## src/rtl/keypad_scanner_if.sv

```systemverilog
// Key-event interface between the keypad scanner (master) and the calculator datapath (slave).
// newkey is a one-cycle valid strobe with no ready: the consumer must take keycode in that cycle.
// keycode then holds until the next newkey; key_down marks the accepted key as still held.
interface keypad_scanner_if;
  logic [4:0] keycode;
  logic       newkey;
  logic       key_down;

  modport master (
    output keycode,
    output newkey,
    output key_down
  );

  modport slave (
    input keycode,
    input newkey,
    input key_down
  );
endinterface

```

## src/rtl/keypad_scanner.sv

```systemverilog
// 6x4 matrix keypad scanner: drives one column at a time, synchronises and debounces the
// active-low rows, and emits one calculator key code per accepted press.
module keypad_scanner #(
  parameter int SCAN_DIV        = 1000,
  parameter int DEBOUNCE_CYCLES = 100000
) (
  input  logic              clk,
  input  logic              rst,
  input  logic [3:0]        row_n,
  output logic [5:0]        col_n,
  keypad_scanner_if.master  key,
  output logic [1:0]        dbg_state_o
);

  localparam int CNT_MAX = (SCAN_DIV > DEBOUNCE_CYCLES) ? SCAN_DIV : DEBOUNCE_CYCLES;
  localparam int CW      = $clog2(CNT_MAX + 1);
  localparam logic [CW-1:0] DWELL_LAST = CW'(SCAN_DIV - 1);
  localparam logic [CW-1:0] DEB_LAST   = CW'(DEBOUNCE_CYCLES - 1);

  typedef enum logic [1:0] {
    ST_SCAN     = 2'd0,
    ST_DEBOUNCE = 2'd1,
    ST_EMIT     = 2'd2,
    ST_RELEASE  = 2'd3
  } state_t;

  state_t        state_q;
  logic [3:0]    row_meta_q;
  logic [3:0]    rs_q;
  logic [2:0]    col_q;
  logic [1:0]    row_q;
  logic [CW-1:0] cnt_q;
  logic [4:0]    keycode_q;
  logic          newkey_q;
  logic          key_down_q;

  logic [2:0]    col_d;
  logic [1:0]    row_d;
  logic [4:0]    keycode_d;
  logic          any_low;

  function automatic logic [4:0] encode(input logic [2:0] c, input logic [1:0] r);
    logic [4:0] code;
    code = 5'b00000;
    case (c)
      3'd4: begin
        case (r)
          2'd0: code = 5'b01011; // ADD
          2'd1: code = 5'b01010; // SUB
          2'd2: code = 5'b01001; // MULTI
          2'd3: code = 5'b00011; // EQUALS
          default: code = 5'b00000;
        endcase
      end
      3'd5: begin
        case (r)
          2'd0: code = 5'b00001; // SQR
          2'd1: code = 5'b00010; // CH_SIGN
          2'd2: code = 5'b01100; // CE
          2'd3: code = 5'b00100; // CA
          default: code = 5'b00000;
        endcase
      end
      default: code = {1'b1, c[1:0], r};
    endcase
    return code;
  endfunction

  // Lowest-index low row wins when several keys in the column are down.
  always_comb begin
    row_d = 2'd3;
    if (!rs_q[0])      row_d = 2'd0;
    else if (!rs_q[1]) row_d = 2'd1;
    else if (!rs_q[2]) row_d = 2'd2;
    else               row_d = 2'd3;
  end

  assign any_low   = ~&rs_q;
  assign col_d     = (col_q == 3'd5) ? 3'd0 : col_q + 3'd1;
  assign keycode_d = encode(col_q, row_q);

  always_ff @(posedge clk or posedge rst) begin
    if (rst) begin
      row_meta_q <= 4'hF;
      rs_q       <= 4'hF;
    end else begin
      row_meta_q <= row_n;
      rs_q       <= row_meta_q;
    end
  end

  always_ff @(posedge clk or posedge rst) begin
    if (rst) begin
      state_q    <= ST_SCAN;
      col_q      <= 3'd0;
      row_q      <= 2'd0;
      cnt_q      <= '0;
      keycode_q  <= 5'b00000;
      newkey_q   <= 1'b0;
      key_down_q <= 1'b0;
    end else begin
      newkey_q <= 1'b0;
      case (state_q)
        ST_SCAN: begin
          if (cnt_q == DWELL_LAST) begin
            cnt_q <= '0;
            if (any_low) begin
              row_q   <= row_d;
              state_q <= ST_DEBOUNCE;
            end else begin
              col_q <= col_d;
            end
          end else begin
            cnt_q <= cnt_q + CW'(1);
          end
        end
        ST_DEBOUNCE: begin
          if (rs_q[row_q]) begin
            cnt_q   <= '0;
            col_q   <= col_d;
            state_q <= ST_SCAN;
          end else if (cnt_q == DEB_LAST) begin
            // Outputs are registered here so they show during the EMIT cycle itself.
            cnt_q      <= '0;
            keycode_q  <= keycode_d;
            newkey_q   <= 1'b1;
            key_down_q <= 1'b1;
            state_q    <= ST_EMIT;
          end else begin
            cnt_q <= cnt_q + CW'(1);
          end
        end
        ST_EMIT: begin
          cnt_q   <= '0;
          state_q <= ST_RELEASE;
        end
        ST_RELEASE: begin
          // Only column c is driven, so keys elsewhere cannot hold this off.
          if (any_low) begin
            cnt_q <= '0;
          end else if (cnt_q == DEB_LAST) begin
            cnt_q      <= '0;
            key_down_q <= 1'b0;
            col_q      <= col_d;
            state_q    <= ST_SCAN;
          end else begin
            cnt_q <= cnt_q + CW'(1);
          end
        end
        default: begin
          cnt_q   <= '0;
          state_q <= ST_SCAN;
        end
      endcase
    end
  end

  assign col_n        = ~(6'b000001 << col_q);
  assign key.keycode  = keycode_q;
  assign key.newkey   = newkey_q;
  assign key.key_down = key_down_q;
  assign dbg_state_o  = state_q;

endmodule

```

## src/flat_wrapper.sv

```systemverilog
// flat-port wrapper written by rule: the top's interface ports become plain ports
module keypad_scanner_flat 
#(
  parameter int SCAN_DIV        = 1000,
  parameter int DEBOUNCE_CYCLES = 100000
)
  (clk, rst, row_n, col_n, dbg_state_o, key_keycode, key_newkey, key_key_down);
  keypad_scanner_if key_i ();
  input  logic clk;
  input  logic rst;
  input  logic [3:0] row_n;
  output logic [5:0] col_n;
  output logic [1:0] dbg_state_o;
  output wire logic [$bits(key_i.keycode)-1:0] key_keycode;
  output wire logic [$bits(key_i.newkey)-1:0] key_newkey;
  output wire logic [$bits(key_i.key_down)-1:0] key_key_down;
  assign key_keycode = key_i.keycode;
  assign key_newkey = key_i.newkey;
  assign key_key_down = key_i.key_down;
  keypad_scanner #(.SCAN_DIV(SCAN_DIV), .DEBOUNCE_CYCLES(DEBOUNCE_CYCLES)) u_core (.clk(clk), .rst(rst), .row_n(row_n), .col_n(col_n), .key(key_i), .dbg_state_o(dbg_state_o));
endmodule
```

## config.mk

```make
export PLATFORM = sky130hd
export DESIGN_NAME = keypad_scanner_flat
export DESIGN_NICKNAME = d
export VERILOG_FILES = /design/src/rtl/keypad_scanner_if.sv /design/src/rtl/keypad_scanner.sv /design/src/flat_wrapper.sv
export SDC_FILE = /design/constraint.sdc
export NUM_CORES = 1
export LEC_CHECK = 0
export ABC_CLOCK_PERIOD_IN_PS = 1810
export BUFFER_PORTS_ARGS = -buffer_cell sky130_fd_sc_hd__buf_2
export CORE_MARGIN = 5
export CORE_UTILIZATION = 25
export DETAILED_ROUTE_END_ITERATION = 12
export SYNTH_ARGS = -nofsm -noshare
export SYNTH_HDL_FRONTEND = slang
export SYNTH_SLANG_ARGS = --single-unit
```

## constraint.sdc

```tcl
create_clock -name clk -period 1.81 [get_ports clk]
set_input_delay 0.543 -clock clk [delete_from_list [all_inputs] [get_ports clk]]
set_output_delay 0.543 -clock clk [all_outputs]
set_load 0.005 [all_outputs]
```

==> impl_metrics.ini, run 1 <==
[outcome]
status = finished, final reports clean

[placed_design]
gp_congestion = 0.855
place_hpwl_um = 2830
dpl_cell_area_um2 = 2340
place_inst = 329
port_buffers = 20

[yosys]
syn-cell-area_um2 = 1930
synth_edf_count = 0
avgSynthCellArea_um2 = 10.2
ys_async_sr_fraction_pct = 100
synth-seq-cells = 39
synth_warnings = 0
ys.flop_type = dfrtp_1
synth_cell_types = 41
synth_fp_nets = 197
synth_cells = 189
synth.yosys.seq_area_share_pct = 51.0

[sta]
fin_crit_ns = 1.79
finalCritPeriodShare_pct = 98.7
rsz0062_at_grt = yes
maxSlewViolCount = 0
clock_skew_ns = 0.00754
hold_viol = 0
setup_viol = 0
slew_headroom_pct = 67.3
fmax_mhz = 560
worst_pin_slew_ns = 0.490

[drt]
avgRoutedWirePerCell_um = 11.8
dr_total_vias = 1506
route.antenna.remaining_nets = 0
drtIter0Drc = 85
drc_errors = 0
routed_wl_um = 4090
via_per_inst = 4.35
dr.pass1.iters = 4

[clock_tree]
cts_num_sinks = 39
numCtsBuffers = 5
clockBufferDepth = 2
postCtsHoldBufs = 0
clkSlewWorstSetupHoldPaths_ns = 0.07
root_buffer = clkbuf_8
htree_levels = 2
tritoncts = built
clkLatencyLatePin_ns = 0.29

[setup_path]
critPathMaxFanout = 8
start_kind = register
reg2reg_from = u_core.cnt_q[11]
r2r-end = u_core.cnt_q[7]
worstSetupPathType = register to register
arrival_ns = 1.96
required_ns = 1.98
end_kind = register
reg2reg_depth = 5
reg2reg_setup_slack_ns = 0.02

[global_route]
grt_pass1_wl_um = 7000
grt_max_degree = 40
grt_usage_pct = 8.76
grt_pass1_vias = 1497
antenna_found_initial = 0
grt_overflow = 0

[die]
placementRows = 32
num_io_pins = 21
die_w_um = 98.0
die_h_um = 98.0
start_util_pct = 25.3
core_um2 = 7650
die_area_um2 = 9600

[final_layout]
final_nets = 251
stdcell_count = 346
fin_area_um2 = 2640
most-common-layout-cells = 30 x buf_4, 29 x nor2_1, 28 x dfrtp_1
multi_input_area_um2 = 967
drive_gt1_share_pct = 38.5
layout_commonest_cell = buf_4
syn_to_final_growth_pct = 36.3
fin_util_pct = 34.5
antennaDiodeCount = 0
seq_area_um2 = 990
fill_cells = 772

[power]
p_per_area_nw_per_um2 = 671
irDropWorstVdd_mv = 0.303
p_leak_nw = 1.14

[worst_hold_path]
hold_class = input port to register
min_to = u_core.row_meta_q[1]
whs_path_depth = 1
hp-start = row_n[1]

[run]
drv_cap = 0
state kept, by name (all words and copies together), names as in the netlist, named ones only:
| name | flops |
|---|---|
| u_core.cnt_q | 17 |
| u_core.col_q | 3 |
| u_core.dbg_state_o | 1 |
| u_core.key.key_down | 1 |
| u_core.key.keycode | 5 |
| u_core.key.newkey | 1 |
| u_core.row_meta_q | 4 |
| u_core.row_q | 2 |
| u_core.rs_q | 4 |
cell type report:
cell class                 instances  area share (%)
clock inverter                     2            2.28
inverter                           7           0.997
tap                              102            4.84
timing repair buffer              54            14.9
multi-input combinational        136            36.7
sequential                        39            37.5
clock buffer                       6            2.75
Yosys cell counts (2+ instances only):
master,instances,area share [%]
buf_6,2,1.2
nand2_1,17,3.3
mux2_4,3,2.3
nand2b_1,3,0.97
and4_1,3,1.4
nor2b_1,2,0.65
and4b_1,2,1.0
mux2i_1,2,1.0
nand3_1,10,2.6
nand4_1,7,2.3
nor4_1,2,0.65
clkbuf_1,4,0.78
xnor2_1,5,2.3
xor2_1,11,5.0
inv_1,7,1.4
a21oi_1,7,1.8
nor3_1,3,0.78
dfstp_2,8,11
nor2_1,31,6.0
o211ai_1,2,0.78
dfrtp_1,31,40
ha_1,2,1.3
o21ai_0,7,1.8
power breakdown:
part	total [mW]	switching (mW)	leakage [nW]	internal (mW)
clock	0.844	0.293	0.0654	0.551
combinational	0.0315	0.0219	0.581	0.00967
sequential	0.893	0.00595	0.498	0.887
total	1.77	0.321	1.14	1.45
stage by stage:
step                setup TNS [ns]  total power, mW  worst slack (ns)  hold WS [ns]
global placement                 0            0.943           0.00323         0.346
global route                 -1.46             1.85           -0.0927         0.325
CTS                       -0.00136             1.80          -0.00136         0.337
floorplan                  -0.0823            0.928           -0.0274         0.345
detailed placement          -0.112            0.943           -0.0287         0.347
finish                           0             1.77            0.0240         0.351
metal layers:
metal  global-route usage [%]  wire, um  vias up  share of wire (%)
li1                         -         -      762                  -
met1                     12.6      1960      714                 48
met2                     12.1      1900       25                 46
met3                     3.14       210        5                5.1
met4                     3.09        31        0               0.76
met5                        0         0        -                  0
repair_timing:
action / 4_1_cts / 5_1_grt
resized for setup: 6 / 16
buffers inserted: 4 / 4
setup endpoints to repair: 29 / 34
pin swaps: 3 / 5
cloned: 0 / 1
worst max-delay path by stage:
stage	startpoint	end
2_1_floorplan	u_core.row_q[1]	u_core.key.keycode[0]
3_3_place_gp	u_core.cnt_q[1]	u_core.cnt_q[6]
3_5_place_dp	u_core.cnt_q[1]	u_core.col_q[2]
4_1_cts	u_core.col_q[2]	col_n[4]
5_1_grt	u_core.cnt_q[1]	u_core.cnt_q[11]
6_report	u_core.cnt_q[11]	u_core.cnt_q[7]
logic make-up (layout without fill, tap and decap cells):
| logic type | count (synthesis) | count (layout) | share of synthesized area (%) |
|---|---|---|---|
| muxes | 7 | 7 | 5.11 |
| buffers and inverters | 14 | 69 | 3.56 |
| adders and majority gates | 2 | 2 | 1.29 |
| AOI/OAI and AO/OA | 22 | 22 | 7.31 |
| and+or+nand+nor | 89 | 89 | 24.5 |
| DFF | 39 | 39 | 51.0 |
| xor gates and xnor gates | 16 | 16 | 7.24 |
worst max-delay path: stages, from the launching register on:
cell and delay (ns):
dfrtp_1 0.41, nor4_4 0.36, nand4_1 0.31, a32oi_4 0.34
clkbuf_16 0.21, nor2_1 0.05
No activity file was read; power rests on OpenSTA's default activity.
==> run 2, diff against run 1 <==
Settings changed: ABC_CLOCK_PERIOD_IN_PS 1810 to 1550, CORE_ASPECT_RATIO set to 0.8, GPL_TIMING_DRIVEN set to 1.
Clock period 1.81 ns to 1.55 ns, I/O delays scaled along.
==> run 2 against run 1 <==
Effect of this change:
- critical endpoint is now col_n[0]
- critical path type is now register to output pin
- register-to-register slack worse by 0.24 ns
- global-route usage up 1.0 points
- critical path depth fell by 3
- cell area increased by 6.5%
- power up 11%
- the run now ends with negative setup slack left
- worst setup slack got worse by 0.27 ns
- clock power increased by 4.3%
- routed wire length is 5.8% higher
- clock skew is 0.0015 ns lower
- first-iteration DRC count shrank 45%
==> impl_metrics.ini, run 2 (synthesis results as in run 1) <==
[clock_tree]
htree_levels = 2
clkSlewWorstSetupHoldPaths_ns = 0.08
numCtsBuffers = 5
root_buffer = clkbuf_8
clkLatencyLatePin_ns = 0.29
tritoncts = built
clockBufferDepth = 2
cts_num_sinks = 39

[global_route]
grt_overflow = 0
grt_usage_pct = 9.77
grt_pass1_wl_um = 7360
grt_max_degree = 40
antenna_found_initial = 0
grt_pass1_vias = 1611

[die]
die_area_um2 = 9610
num_io_pins = 21
die_h_um = 88.7
core_um2 = 7460
start_util_pct = 25.9
die_w_um = 108
placementRows = 28

[placed_design]
post-place-ws_ns = -0.260
place_hpwl_um = 3110
place_inst = 353
port_buffers = 20
gp_congestion = 0.805

[drt]
wl_met1_um = 2260
drc_errors = 0
wl_met2_um = 1850
dr.max_layer_used = met4
dr_total_vias = 1589
routed_wl_um = 4330
dr.pass1.iters = 4
via_per_inst = 4.32
avgRoutedWirePerCell_um = 11.8
route.antenna.remaining_nets = 0
drtIter0Drc = 47
wl_met3_um = 201

[power]
p_leak_nw = 1.23
irDropWorstVdd_mv = 0.346
p_per_area_nw_per_um2 = 702

[final_layout]
syn_to_final_growth_pct = 45.1
drive_gt1_share_pct = 44.1
layout_commonest_cell = buf_4
seq_area_um2 = 988
antennaDiodeCount = 0
most-common-layout-cells = 45 x buf_4, 29 x dfrtp_1, 27 x nor2_1
fin_util_pct = 37.6
regMostFlops = u_core.cnt_q
fill_cells = 732
stdcell_count = 368
largest_reg_flops = 17
final_nets = 270
multi_input_area_um2 = 997

[sta]
worst_pin_slew_ns = 0.357
maxSlewViolCount = 0
setup_slack_ns = -0.244
finalCritPeriodShare_pct = 116
rsz0062_at_grt = yes
fin_crit_ns = 1.79
fmax_mhz = 557
hold_viol = 0
slew_headroom_pct = 76.2
fin_tns_setup_ns = -6.07
clock_skew_ns = 0.00601
setup_viol = 35

[setup_path]
start_kind = register
critical_path.max_stage_delay_ns = 0.51
cp_slowest_cell = dfrtp_1
worstSetupPathType = register to output pin
path_buf_inv = 1
end_kind = output pin
required_ns = 1.08
critPathMaxFanout = 8
arrival_ns = 1.33
crit_chain = or3_1, buf_2
crit_family = flip-flops

[run]
drv_cap = 0

[worst_hold_path]
hold_class = input port to async pin

[outcome]
status = finished with violations
violations = negative setup slack
-- run 2: changes by cell type in the layout (fill, tap and decap cells not counted), moves of 2 or more --
cell,before,now
buf_4,30,45
nor2_4,1,3
nor2_1,29,27
buf_6,2,6
-- run 2: through the flow --
stage          cell area (um2)  total power [mW]  hold WS [ns]
6_report                  2810              1.97         0.215
5_1_grt                   2810              2.06         0.229
4_1_cts                   2730              1.99         0.219
3_5_place_dp              2530              1.11         0.347
3_3_place_gp              2530              1.11         0.346
2_1_floorplan             1970              1.08         0.345
-- run 2: layer usage --
metal / track usage (%) / up-vias
met1: 13.7 / 762
met2: 15.0 / 23
li1: - / 802
met5: 0 / -
met3: 2.77 / 2
met4: 2.41 / 0
-- run 2: cell type report --
cell class                      instances  area share, %
Sequential cell                        39           35.2
Inverter                                7          0.936
Tap cell                              105           4.68
Clock inverter                          2           1.25
Clock buffer                            6           2.94
Multi-Input combinational cell        136           35.5
Timing Repair Buffer                   73           19.4
-- run 2: worst reg2reg max path, stage by stage, from the launching register on --
cell	delay [ns]
dfrtp_1	0.37
mux4_2	0.53
nand2b_4	0.17
nor3_4	0.16
buf_6	0.14
mux2_4	0.29
-- run 2: where the power goes --
part	switching, mW	total [mW]	internal (mW)
Sequential	0.00592	1.04	1.04
Combinational	0.0286	0.0481	0.0195
Clock	0.359	0.880	0.521
Total	0.393	1.97	1.58
-- run 2: what timing repair did --
| action | CTS | global route |
|---|---|---|
| gates resized for setup | 16 | 12 |
| endpoints found under the setup margin | 37 | 39 |
| buffers inserted | 5 | 3 |
| pin swaps | 7 | 5 |
| hold buffers | 0 | 0 |
-- run 2: final timing paths --
kind	slack (ns)	cells after the start	endpoint	start
max	-0.24	2	col_n[0]	u_core.col_q[1]
min in group clk	0.27	1	u_core.row_meta_q[1]	row_n[1]
max reg2reg	-0.22	5	u_core.key.keycode[0]	u_core.row_q[1]
min reg2reg	0.36	0	u_core.rs_q[3]	u_core.row_meta_q[3]
max in group asynchronous	1.09	3	u_core.rs_q[2]	rst
min	0.21	3	u_core.cnt_q[1]	rst
==> run 3, diff against run 2 <==
Settings changed: CELL_PAD_IN_SITES_DETAIL_PLACEMENT set to 1, CELL_PAD_IN_SITES_GLOBAL_PLACEMENT set to 1, CORE_ASPECT_RATIO 0.8 to unset, PLACE_DENSITY_LB_ADDON set to 0.1.
==> run 3 against run 2 <==
Effect of this change:
- the flow still finishes with violations (negative setup slack)
- sequential power about the same
- critical path depth increased by 3
- register-to-register slack got worse by 0.04 ns
- die area decreased by 0.12%
- global-route usage increased by 2.0 points
- clock-buffer cell count increased by 1
- first-iteration DRC count increased by 15%
==> impl_metrics.ini, run 3 (synthesis results as in run 1) <==
[setup_path]
critPathMaxFanout = 6
reg2reg_from = u_core.row_q[1]
reg2reg_depth = 5
crit_family = multiplexers
crit_chain = mux4_2, nand2b_4, nor3_4, buf_12, mux2_4
end_kind = register
critical_path.max_stage_delay_ns = 0.53
cp_slowest_cell = mux4_2
path_buf_inv = 1
reg2reg_setup_slack_ns = -0.26
worstSetupPathType = register to register
start_kind = register
required_ns = 1.73
r2r-end = u_core.key.keycode[4]
arrival_ns = 1.99

[die]
placementRows = 32
die_h_um = 98.0
num_io_pins = 21
die_w_um = 98.0
start_util_pct = 25.3
core_um2 = 7650
die_area_um2 = 9600

[power]
total_power_mw = 1.87
p_per_area_nw_per_um2 = 633
p_leak_nw = 1.29
irDropWorstVdd_mv = 0.410

[final_layout]
drive_gt1_share_pct = 49.1
syn_to_final_growth_pct = 52.4
most-common-layout-cells = 51 x buf_4, 27 x dfrtp_1, 25 x nor2_1
largest_reg_flops = 17
fin_util_pct = 38.5
final_nets = 280
regMostFlops = u_core.cnt_q
antennaDiodeCount = 0
layout_commonest_cell = buf_4

[clock_tree]
clkLatencyLatePin_ns = 0.29
htree_levels = 2
tritoncts = built
numCtsBuffers = 5
clockBufferDepth = 2
cts_num_sinks = 39
clkSlewWorstSetupHoldPaths_ns = 0.08
postCtsHoldBufs = 0
root_buffer = clkbuf_8

[drt]
drc_errors = 0
route.antenna.remaining_nets = 0
via_per_inst = 4.50
routed_wl_um = 5430
dr_total_vias = 1689
avgRoutedWirePerCell_um = 14.5
drtIter0Drc = 54
dr.pass1.iters = 4

[placed_design]
gp_congestion = 0.826
port_buffers = 20
place_hpwl_um = 3960

[sta]
slew_headroom_pct = 79.4
finalCritPeriodShare_pct = 117
clock_skew_ns = 0.00534
setup_viol = 34
fmax_mhz = 552
rsz0062_at_grt = yes
worst_pin_slew_ns = 0.306
maxSlewViolCount = 0
hold_viol = 0
setup_slack_ns = -0.262
hold_ws_ns = 0.215
fin_crit_ns = 1.81

[outcome]
status = finished with violations
violations = negative setup slack

[global_route]
grt_usage_pct = 11.8
antenna_found_initial = 0
grt_max_degree = 40
grt_pass1_vias = 1936
grt_overflow = 0
grt_pass1_wl_um = 9160

[run]
drv_cap = 0

[worst_hold_path]
hold_class = input port to async pin
run 3: cell type report:
cell class | count | area (um2)
fillers | 861 | 4700
inverters | 7 | 26.3
multi-input cells | 136 | 1040
well taps | 102 | 128
flip-flops and latches | 39 | 991
clock buffers | 7 | 96.3
clock inverters | 1 | 7.51
repair buffers | 83 | 659
run 3: tightest hold or removal path: cells and delay by family:
| family | cells | cell delay (ns) |
|---|---|---|
| buffers and inverters | 3 | 0.41 |
run 3: how the worst max path moves through the flow:
stage	start	to	slack [ns]	cells past startpoint
floorplan	u_core.row_q[1]	u_core.key.keycode[0]	-0.29	5
global placement	u_core.cnt_q[6]	u_core.key.keycode[4]	-0.32	6
detailed placement	u_core.cnt_q[11]	u_core.key.keycode[4]	-0.36	5
CTS	u_core.row_q[1]	u_core.key.keycode[4]	-0.28	5
global route	u_core.cnt_q[5]	u_core.key.keycode[1]	-0.39	7
finish	u_core.row_q[1]	u_core.key.keycode[4]	-0.26	5
run 3: report_power, final:
| part | total (mW) | leakage (nW) | switching [mW] | internal [mW] |
|---|---|---|---|---|
| clock network | 0.772 | 0.0505 | 0.367 | 0.405 |
| logic | 0.0517 | 0.747 | 0.0313 | 0.0203 |
| registers | 1.04 | 0.496 | 0.00635 | 1.04 |
| total | 1.87 | 1.29 | 0.405 | 1.46 |
run 3: what timing repair did:
| item | 4_1_cts | 5_1_grt |
|---|---|---|
| pin swaps | 8 | 5 |
| resized for setup | 31 | 12 |
| gates cloned | 0 | 0 |
| setup buffers | 13 | 5 |
| setup endpoints to repair | 38 | 38 |
run 3: metrics by stage:
| step | cells | setup TNS [ns] | instance area [um2] | setup slack [ns] |
|---|---|---|---|---|
| after floorplan | 189 | -3.75 | 1970 | -0.287 |
| after detailed placement | 352 | -6.84 | 2540 | -0.361 |
| after global routing | 375 | -9.41 | 2950 | -0.389 |
| after global placement | 352 | -6.47 | 2540 | -0.323 |
| after CTS | 372 | -6.13 | 2880 | -0.284 |
| final | 375 | -5.35 | 2950 | -0.262 |
run 3: layer usage:
| layer | GRT usage (%) | vias to the layer above | wire [um] |
|---|---|---|---|
| li1 | - | 816 | - |
| met1 | 13.5 | 848 | 2360 |
| met2 | 21.6 | 19 | 2830 |
| met3 | 2.93 | 6 | 175 |
| met4 | 3.41 | 0 | 71 |
| met5 | 0 | - | 0 |
